### config.mk
export PLATFORM = sky130hd
export DESIGN_NAME = fc_layer
export DESIGN_NICKNAME = d
export VERILOG_FILES = /design/src/rtl/fc_pkg.sv /design/src/rtl/fc_mac.sv /design/src/rtl/fc_layer.sv
export SDC_FILE = /design/constraint.sdc
export NUM_CORES = 2
export LEC_CHECK = 0
export ABC_CLOCK_PERIOD_IN_PS = 7100
export BUFFER_PORTS_ARGS = -buffer_cell sky130_fd_sc_hd__clkbuf_2
export CORE_ASPECT_RATIO = 0.8
export CORE_MARGIN = 2
export CORE_UTILIZATION = 25
export CTS_CLUSTER_DIAMETER = 150
export CTS_CLUSTER_SIZE = 10
export DETAILED_ROUTE_END_ITERATION = 8
export PLACE_DENSITY = 0.43
export SKIP_LAST_GASP = 1
export SYNTH_ARGS = -nofsm -noshare
export SYNTH_HDL_FRONTEND = slang
export SYNTH_SLANG_ARGS = --single-unit
### constraint.sdc
create_clock -name clk -period 7.1 [get_ports clk]
set_input_delay 0 -clock clk [delete_from_list [all_inputs] [get_ports clk]]
set_output_delay 0 -clock clk [all_outputs]
set_load 0.02 [all_outputs]
### src/rtl/fc_pkg.sv
// Shared constants, FSM state encoding and the round/saturate helper for the
// fully-connected layer. Optional build macro FC_RELU_EN is handled in fc_mac.
package fc_pkg;

    localparam int unsigned N_IN  = 2048;  // flattened input length
    localparam int unsigned N_OUT = 10;    // output neurons
    localparam int unsigned DW    = 20;    // signed Q4.16 data/weight width
    localparam int unsigned FRAC  = 16;    // fraction bits
    localparam int unsigned WAW   = 15;    // weight address width
    localparam int unsigned PW    = 2 * DW;
    localparam int unsigned ACC_W = 52;    // product width + 12 guard bits

    localparam logic signed [ACC_W-1:0] SAT_HI = (ACC_W'(1) << (DW - 1)) - ACC_W'(1);
    localparam logic signed [ACC_W-1:0] SAT_LO = ~SAT_HI;

    typedef enum logic [2:0] {
        StIdle,
        StMac,
        StBias,
        StRound,
        StWrite,
        StDone
    } state_e;

    // Drop FRAC bits with round-half-up, then clamp to the signed DW-bit range.
    function automatic logic [DW-1:0] round_sat(input logic signed [ACC_W-1:0] sum);
        logic signed [ACC_W-1:0] r;
        r = sum >>> FRAC;
        // Separate statement keeps the shift arithmetic; adding the round bit is sign-agnostic.
        r = r + {{(ACC_W-1){1'b0}}, sum[FRAC-1]};
        if (r > SAT_HI) begin
            return SAT_HI[DW-1:0];
        end else if (r < SAT_LO) begin
            return SAT_LO[DW-1:0];
        end
        return r[DW-1:0];
    endfunction

endpackage

### src/rtl/fc_mac.sv
// Datapath for one neuron: registered product, accumulator, bias latch and the
// rounded/saturated result register. Define FC_RELU_EN to clamp negative results to zero.
module fc_mac
    import fc_pkg::*;
(
    input  logic          clk,
    input  logic          reset,
    input  logic          mul_en,   // capture cdata*wdata
    input  logic          clr,      // clear accumulator (first MAC cycle)
    input  logic          en,       // add registered product to accumulator
    input  logic          bias_en,  // latch bias word
    input  logic          rnd_en,   // latch rounded result
    input  logic [DW-1:0] cdata,
    input  logic [DW-1:0] wdata,
    output logic [DW-1:0] odata
);

    logic signed [PW-1:0]    prod_q;
    logic signed [ACC_W-1:0] acc_q;
    logic signed [DW-1:0]    bias_q;
    logic [DW-1:0]           res_q;
    logic signed [ACC_W-1:0] bias_ext;
    logic signed [ACC_W-1:0] sum;
    logic [DW-1:0]           res_d;

    // Align Q4.16 bias with the Q8.32 accumulator and form the rounded result.
    always_comb begin
        bias_ext = {{(ACC_W-DW){bias_q[DW-1]}}, bias_q};
        sum      = acc_q + (bias_ext <<< FRAC);
        res_d    = round_sat(sum);
`ifdef FC_RELU_EN
        if (res_d[DW-1]) begin
            res_d = '0;
        end
`else
`endif
    end

    // Product pipeline register, accumulator, bias and result registers.
    always_ff @(posedge clk) begin
        if (reset) begin
            prod_q <= '0;
            acc_q  <= '0;
            bias_q <= '0;
            res_q  <= '0;
        end else begin
            if (mul_en) begin
                prod_q <= $signed(cdata) * $signed(wdata);
            end
            if (clr) begin
                acc_q <= '0;
            end else if (en) begin
                acc_q <= acc_q + {{(ACC_W-PW){prod_q[PW-1]}}, prod_q};
            end
            if (bias_en) begin
                bias_q <= wdata;
            end
            if (rnd_en) begin
                res_q <= res_d;
            end
        end
    end

    assign odata = res_q;

endmodule

### src/rtl/fc_layer.sv
// Fully-connected layer: sequences N_OUT dot products over the flatten memory and
// weight ROM, one MAC per clock, and writes each rounded result. Optional macro
// FC_RELU_EN (see fc_mac) zeroes negative results.
module fc_layer
    import fc_pkg::*;
(
    input  logic           clk,
    input  logic           reset,
    input  logic           ready,
    output logic           busy,
    output logic           crd,
    output logic [11:0]    caddr_rd,
    input  logic [DW-1:0]  cdata_rd,
    output logic           wrd,
    output logic [WAW-1:0] waddr,
    input  logic [DW-1:0]  wdata,
    output logic           owr,
    output logic [3:0]     oaddr,
    output logic [DW-1:0]  odata
);

    state_e         state_q, state_d;
    logic [11:0]    i_q;     // input index within a neuron
    logic [3:0]     n_q;     // neuron index
    logic [WAW-1:0] base_q;  // first weight address of neuron n_q

    logic last_i;
    logic last_n;

    assign last_i = (i_q == 12'(N_IN - 1));
    assign last_n = (n_q == 4'(N_OUT - 1));

    // Next-state logic and memory/result strobes decoded from the current state.
    always_comb begin
        state_d = state_q;
        busy    = 1'b0;
        crd     = 1'b0;
        wrd     = 1'b0;
        owr     = 1'b0;
        waddr   = '0;
        unique case (state_q)
            StIdle, StDone: begin
                if (ready) state_d = StMac;
            end
            StMac: begin
                busy  = 1'b1;
                crd   = 1'b1;
                wrd   = 1'b1;
                waddr = base_q + WAW'(i_q);
                if (last_i) state_d = StBias;
            end
            StBias: begin
                busy    = 1'b1;
                wrd     = 1'b1;
                waddr   = base_q + WAW'(N_IN);
                state_d = StRound;
            end
            StRound: begin
                busy    = 1'b1;
                state_d = StWrite;
            end
            StWrite: begin
                busy    = 1'b1;
                owr     = 1'b1;
                state_d = last_n ? StDone : StMac;
            end
            default: state_d = StIdle;
        endcase
    end

    // State register plus input/neuron/base-address counters.
    always_ff @(posedge clk) begin
        if (reset) begin
            state_q <= StIdle;
            i_q     <= '0;
            n_q     <= '0;
            base_q  <= '0;
        end else begin
            state_q <= state_d;
            case (state_q)
                StIdle, StDone: begin
                    if (ready) begin
                        i_q    <= '0;
                        n_q    <= '0;
                        base_q <= '0;
                    end
                end
                StMac: i_q <= last_i ? 12'd0 : i_q + 12'd1;
                StWrite: begin
                    if (!last_n) begin
                        n_q    <= n_q + 4'd1;
                        base_q <= base_q + WAW'(N_IN + 1);
                    end
                end
                default: ;
            endcase
        end
    end

    assign caddr_rd = i_q;
    assign oaddr    = n_q;

    fc_mac u_mac (
        .clk     (clk),
        .reset   (reset),
        .mul_en  (state_q == StMac),
        .clr     ((state_q == StMac) && (i_q == 12'd0)),
        .en      (((state_q == StMac) && (i_q != 12'd0)) || (state_q == StBias)),
        .bias_en (state_q == StBias),
        .rnd_en  (state_q == StRound),
        .cdata   (cdata_rd),
        .wdata   (wdata),
        .odata   (odata)
    );

endmodule

==> run summary <==
GRT
-------------------------------------------------------------------------------------------
Initial antenna violation count                                                           2
Grt ovf                                                                                   0
Pin count of the biggest net entering global routing                                     58
Vias in the first global route                                                        23600
GRT Overall Usage                                                                     14.8%
Wire length of the first global-routing pass                                         135 mm

DIE
-------------------------------------------------------------------------------------------
Width of the die                                                                     379 um
Overall die height                                                                   304 um
Total number of placement rows                                                          110
Boundary Pins                                                                            98
Initial core utilization                                                              25.1%
Area enclosed by the die boundary                                                115000 um2
Standard cell core area                                                          112000 um2

PLACEMENT
-------------------------------------------------------------------------------------------
Buffers on Ports                                                                         97
Detailed Place HPWL                                                                 69.3 mm
Final weighted congestion in routability-driven placement                             0.806
DP Area                                                                           31500 um2

TIMING
-------------------------------------------------------------------------------------------
Worst slew margin relative to its limit                                               26.8%
Final worst hold slack                                                              51.5 ps
Count of final setup violators                                                            0
Achievable frequency                                                                148 MHz
Final slew viol count                                                                     0
Hold Violations, Final                                                                    0
Setup skew after layout                                                             14.4 ps
Worst-Margin Slew                                                                   1090 ps
Final worst-path cycle share                                                          95.4%
Final critical path time including I/O delays and setup                             6770 ps
Setup TNS after final layout                                                           0 ps

FINISH
-------------------------------------------------------------------------------------------
Post-route core utilization                                                           28.7%
Post-layout nets                                                                       4220
Most frequent standard cell in the layout excluding fill and tap cells         sky130_fd_sc_hd__inv_1
Summed area of non-filler cells in the final layout                               32200 um2
Area Overhead vs Synth                                                                14.3%
Most used cells in the layout excluding fill and tap cells                     543 x sky130_fd_sc_hd__inv_1, 423 x sky130_fd_sc_hd__nand2_1, 421 x sky130_fd_sc_hd__fa_1, 227 x sky130_fd_sc_hd__and2_1, 219 x sky130_fd_sc_hd__a21oi_1
Share of final-layout standard cells stronger than drive strength 1                   10.5%

CRITICAL PATH
-------------------------------------------------------------------------------------------
Kind of end point of the critical path                                                 flop
Critical Path Most Common Cell                                                 sky130_fd_sc_hd__fa_1
Crit path DAT                                                                       7190 ps
Critical Path Fanout Max                                                                 19
Kind of cell adding the most delay to the critical path                         adder cells
Startpoint types                                                               primary input
Worst Path Buf+Inv                                                                        9
Required arrival time at the worst endpoint                                         7510 ps
Max stage delay cell, worst path                                               sky130_fd_sc_hd__fa_1
Worst setup path class                                                         primary input to flop
Crit path largest cell delay                                                         550 ps

LOGIC SYNTHESIS
-------------------------------------------------------------------------------------------
Synthesis Warnings                                                                        0
Top post-synthesis cells by area                                               sky130_fd_sc_hd__fa_1 30%, sky130_fd_sc_hd__dfxtp_1 12%, sky130_fd_sc_hd__ha_1 9.5%
Share of flip-flops with an asynchronous set or reset                                    0%
Net count after synthesis                                                              4075
Post-synthesis area per instance                                                   8.30 um2
Area share of the leading cell type in the synthesized netlist                        30.1%
Count of unique library cells instantiated by Yosys                                      92
Total of flip-flops plus latches after synthesis                                        166
Dominant synthesized flop cell                                                 sky130_fd_sc_hd__dfxtp_1
Dominant cell type by area after synthesis                                     sky130_fd_sc_hd__fa_1
Post-synth EDFFs                                                                          0
Portion of the post-synthesis area used by sequential elements                        11.8%
Mapped cell area                                                                  28200 um2
Number of standard cells after synthesis                                               3395

CLOCKING
-------------------------------------------------------------------------------------------
Number of CTS-inserted buffers                                                           17
Master cell of the clock root buffer                                           sky130_fd_sc_hd__clkbuf_16
Clock transition at the registers of the reported paths                               80 ps
Bufs on Longest Clock Path                                                                2
Worst skew pair latency                                                              500 ps
CTS H-tree lvls                                                                           4
CTS sink count                                                                          166
TritonCTS clock tree                                                                    yes

DETAILED ROUTING
-------------------------------------------------------------------------------------------
Drt total wl                                                                        82.8 mm
Post-detailed-route count of antenna-violating nets                                       0
Via count                                                                             22800
Number of design-rule violations left by the first detailed-router iteration           1274
1st-pass router iterations                                                                6
Post-detailed-route wirelength per cell                                             16.3 um
Residual DRC                                                                              0
Detail-routed via count per cell                                                       4.50

STATUS
-------------------------------------------------------------------------------------------
Result of the run                                                              finished clean

HOLD PATH
-------------------------------------------------------------------------------------------
Path class of the lowest-slack min-delay path                                  primary input to flop

JOB
-------------------------------------------------------------------------------------------
Max-cap check violation count                                                             0

what timing repair did:
item,4_1_cts,5_1_grt
setup endpoints to repair,0,2
hold endpoints to repair,30,0
hold buffers,4,0
resized for setup,0,10
buffers inserted,0,1
layer usage:
metal,share of wire (%),vias up,wire length [um],GRT usage (%)
li1,-,11200,-,-
met1,55,11200,45500,23.0
met2,42,274,34600,22.0
met3,2.5,34,2080,1.79
met4,0.77,0,640,2.06
met5,0,-,0,0
per-stage QoR:
stage | worst slack [ps] | cells
3_5_place_dp | -240 | 5028
2_1_floorplan | 26.5 | 3395
5_1_grt | -21.4 | 5065
6_report | 329 | 5066
3_3_place_gp | -206 | 5028
4_1_cts | 119 | 5064
final timing paths:
path	startpoint	to	slack, ps	cells past startpoint
max	cdata_rd[0]	u_mac.prod_q[39]	330	27
min	wdata[10]	u_mac.bias_q[10]	50	4
max reg2reg	u_mac.bias_q[19]	u_mac.odata[17]	1490	14
min reg2reg	u_mac.acc_q[3]	u_mac.acc_q[3]	460	2
kinds of logic after synthesis:
family	Yosys count	share of synthesized area [%]
AND/OR/NAND/NOR	1089	19.2
buffers and inverters	705	9.52
adder cells (fa/ha/maj)	637	39.6
AO/OA/AOI/OAI	628	14.6
flip-flops	166	11.8
XOR/XNOR	162	5.04
multiplexers	8	0.289
cells in the mapped netlist (all sizes together), types with 6 or more instances:
master / count
inv: 544
nand2: 424
fa: 423
and2: 227
a21oi: 224
ha: 214
dfxtp: 166
nor2: 158
clkbuf: 140
xnor2: 111
o21ai: 90
a21o: 64
nand3: 51
xor2: 51
o21bai: 44
nand2b: 42
nor3: 32
nor2b: 29
a211oi: 28
a31oi: 21
and3: 21
nand4: 20
o32ai: 20
buf: 19
o21a: 17
or2: 17
or3: 17
o31ai: 15
o211ai: 14
a311oi: 13
nor4: 13
o22ai: 10
nor3b: 9
a211o: 7
a22o: 7
mux2i: 7
nand3b: 7
a2111oi: 6
o41ai: 6
sequential cells by signal (all words and copies together), names as in the netlist:
register      flops
caddr_rd         12
oaddr             4
u_mac.prod_q     40
u_mac.bias_q     20
base_q           15
u_mac.odata      20
u_mac.acc_q      52
state_q           3
area by class of cell:
class / instances / area [um2]
Fill cell: 12100 / 80000
Multi-Input combinational cell: 2524 / 22200
Sequential cell: 166 / 3320
Timing Repair Buffer: 285 / 2100
Inverter: 546 / 2050
Tap cell: 1512 / 1890
Clock buffer: 18 / 429
Clock inverter: 14 / 169
Antenna cell: 1 / 2.50
tightest hold or removal path, stage by stage:
cell and delay [ps]:
sky130_fd_sc_hd__clkbuf_2 170, sky130_fd_sc_hd__buf_4 210, sky130_fd_sc_hd__nand2_1 60, sky130_fd_sc_hd__a21oi_1 50
Power is not shown: default switching activity piles up to over one toggle a cycle in this logic, so the estimate is an artifact.
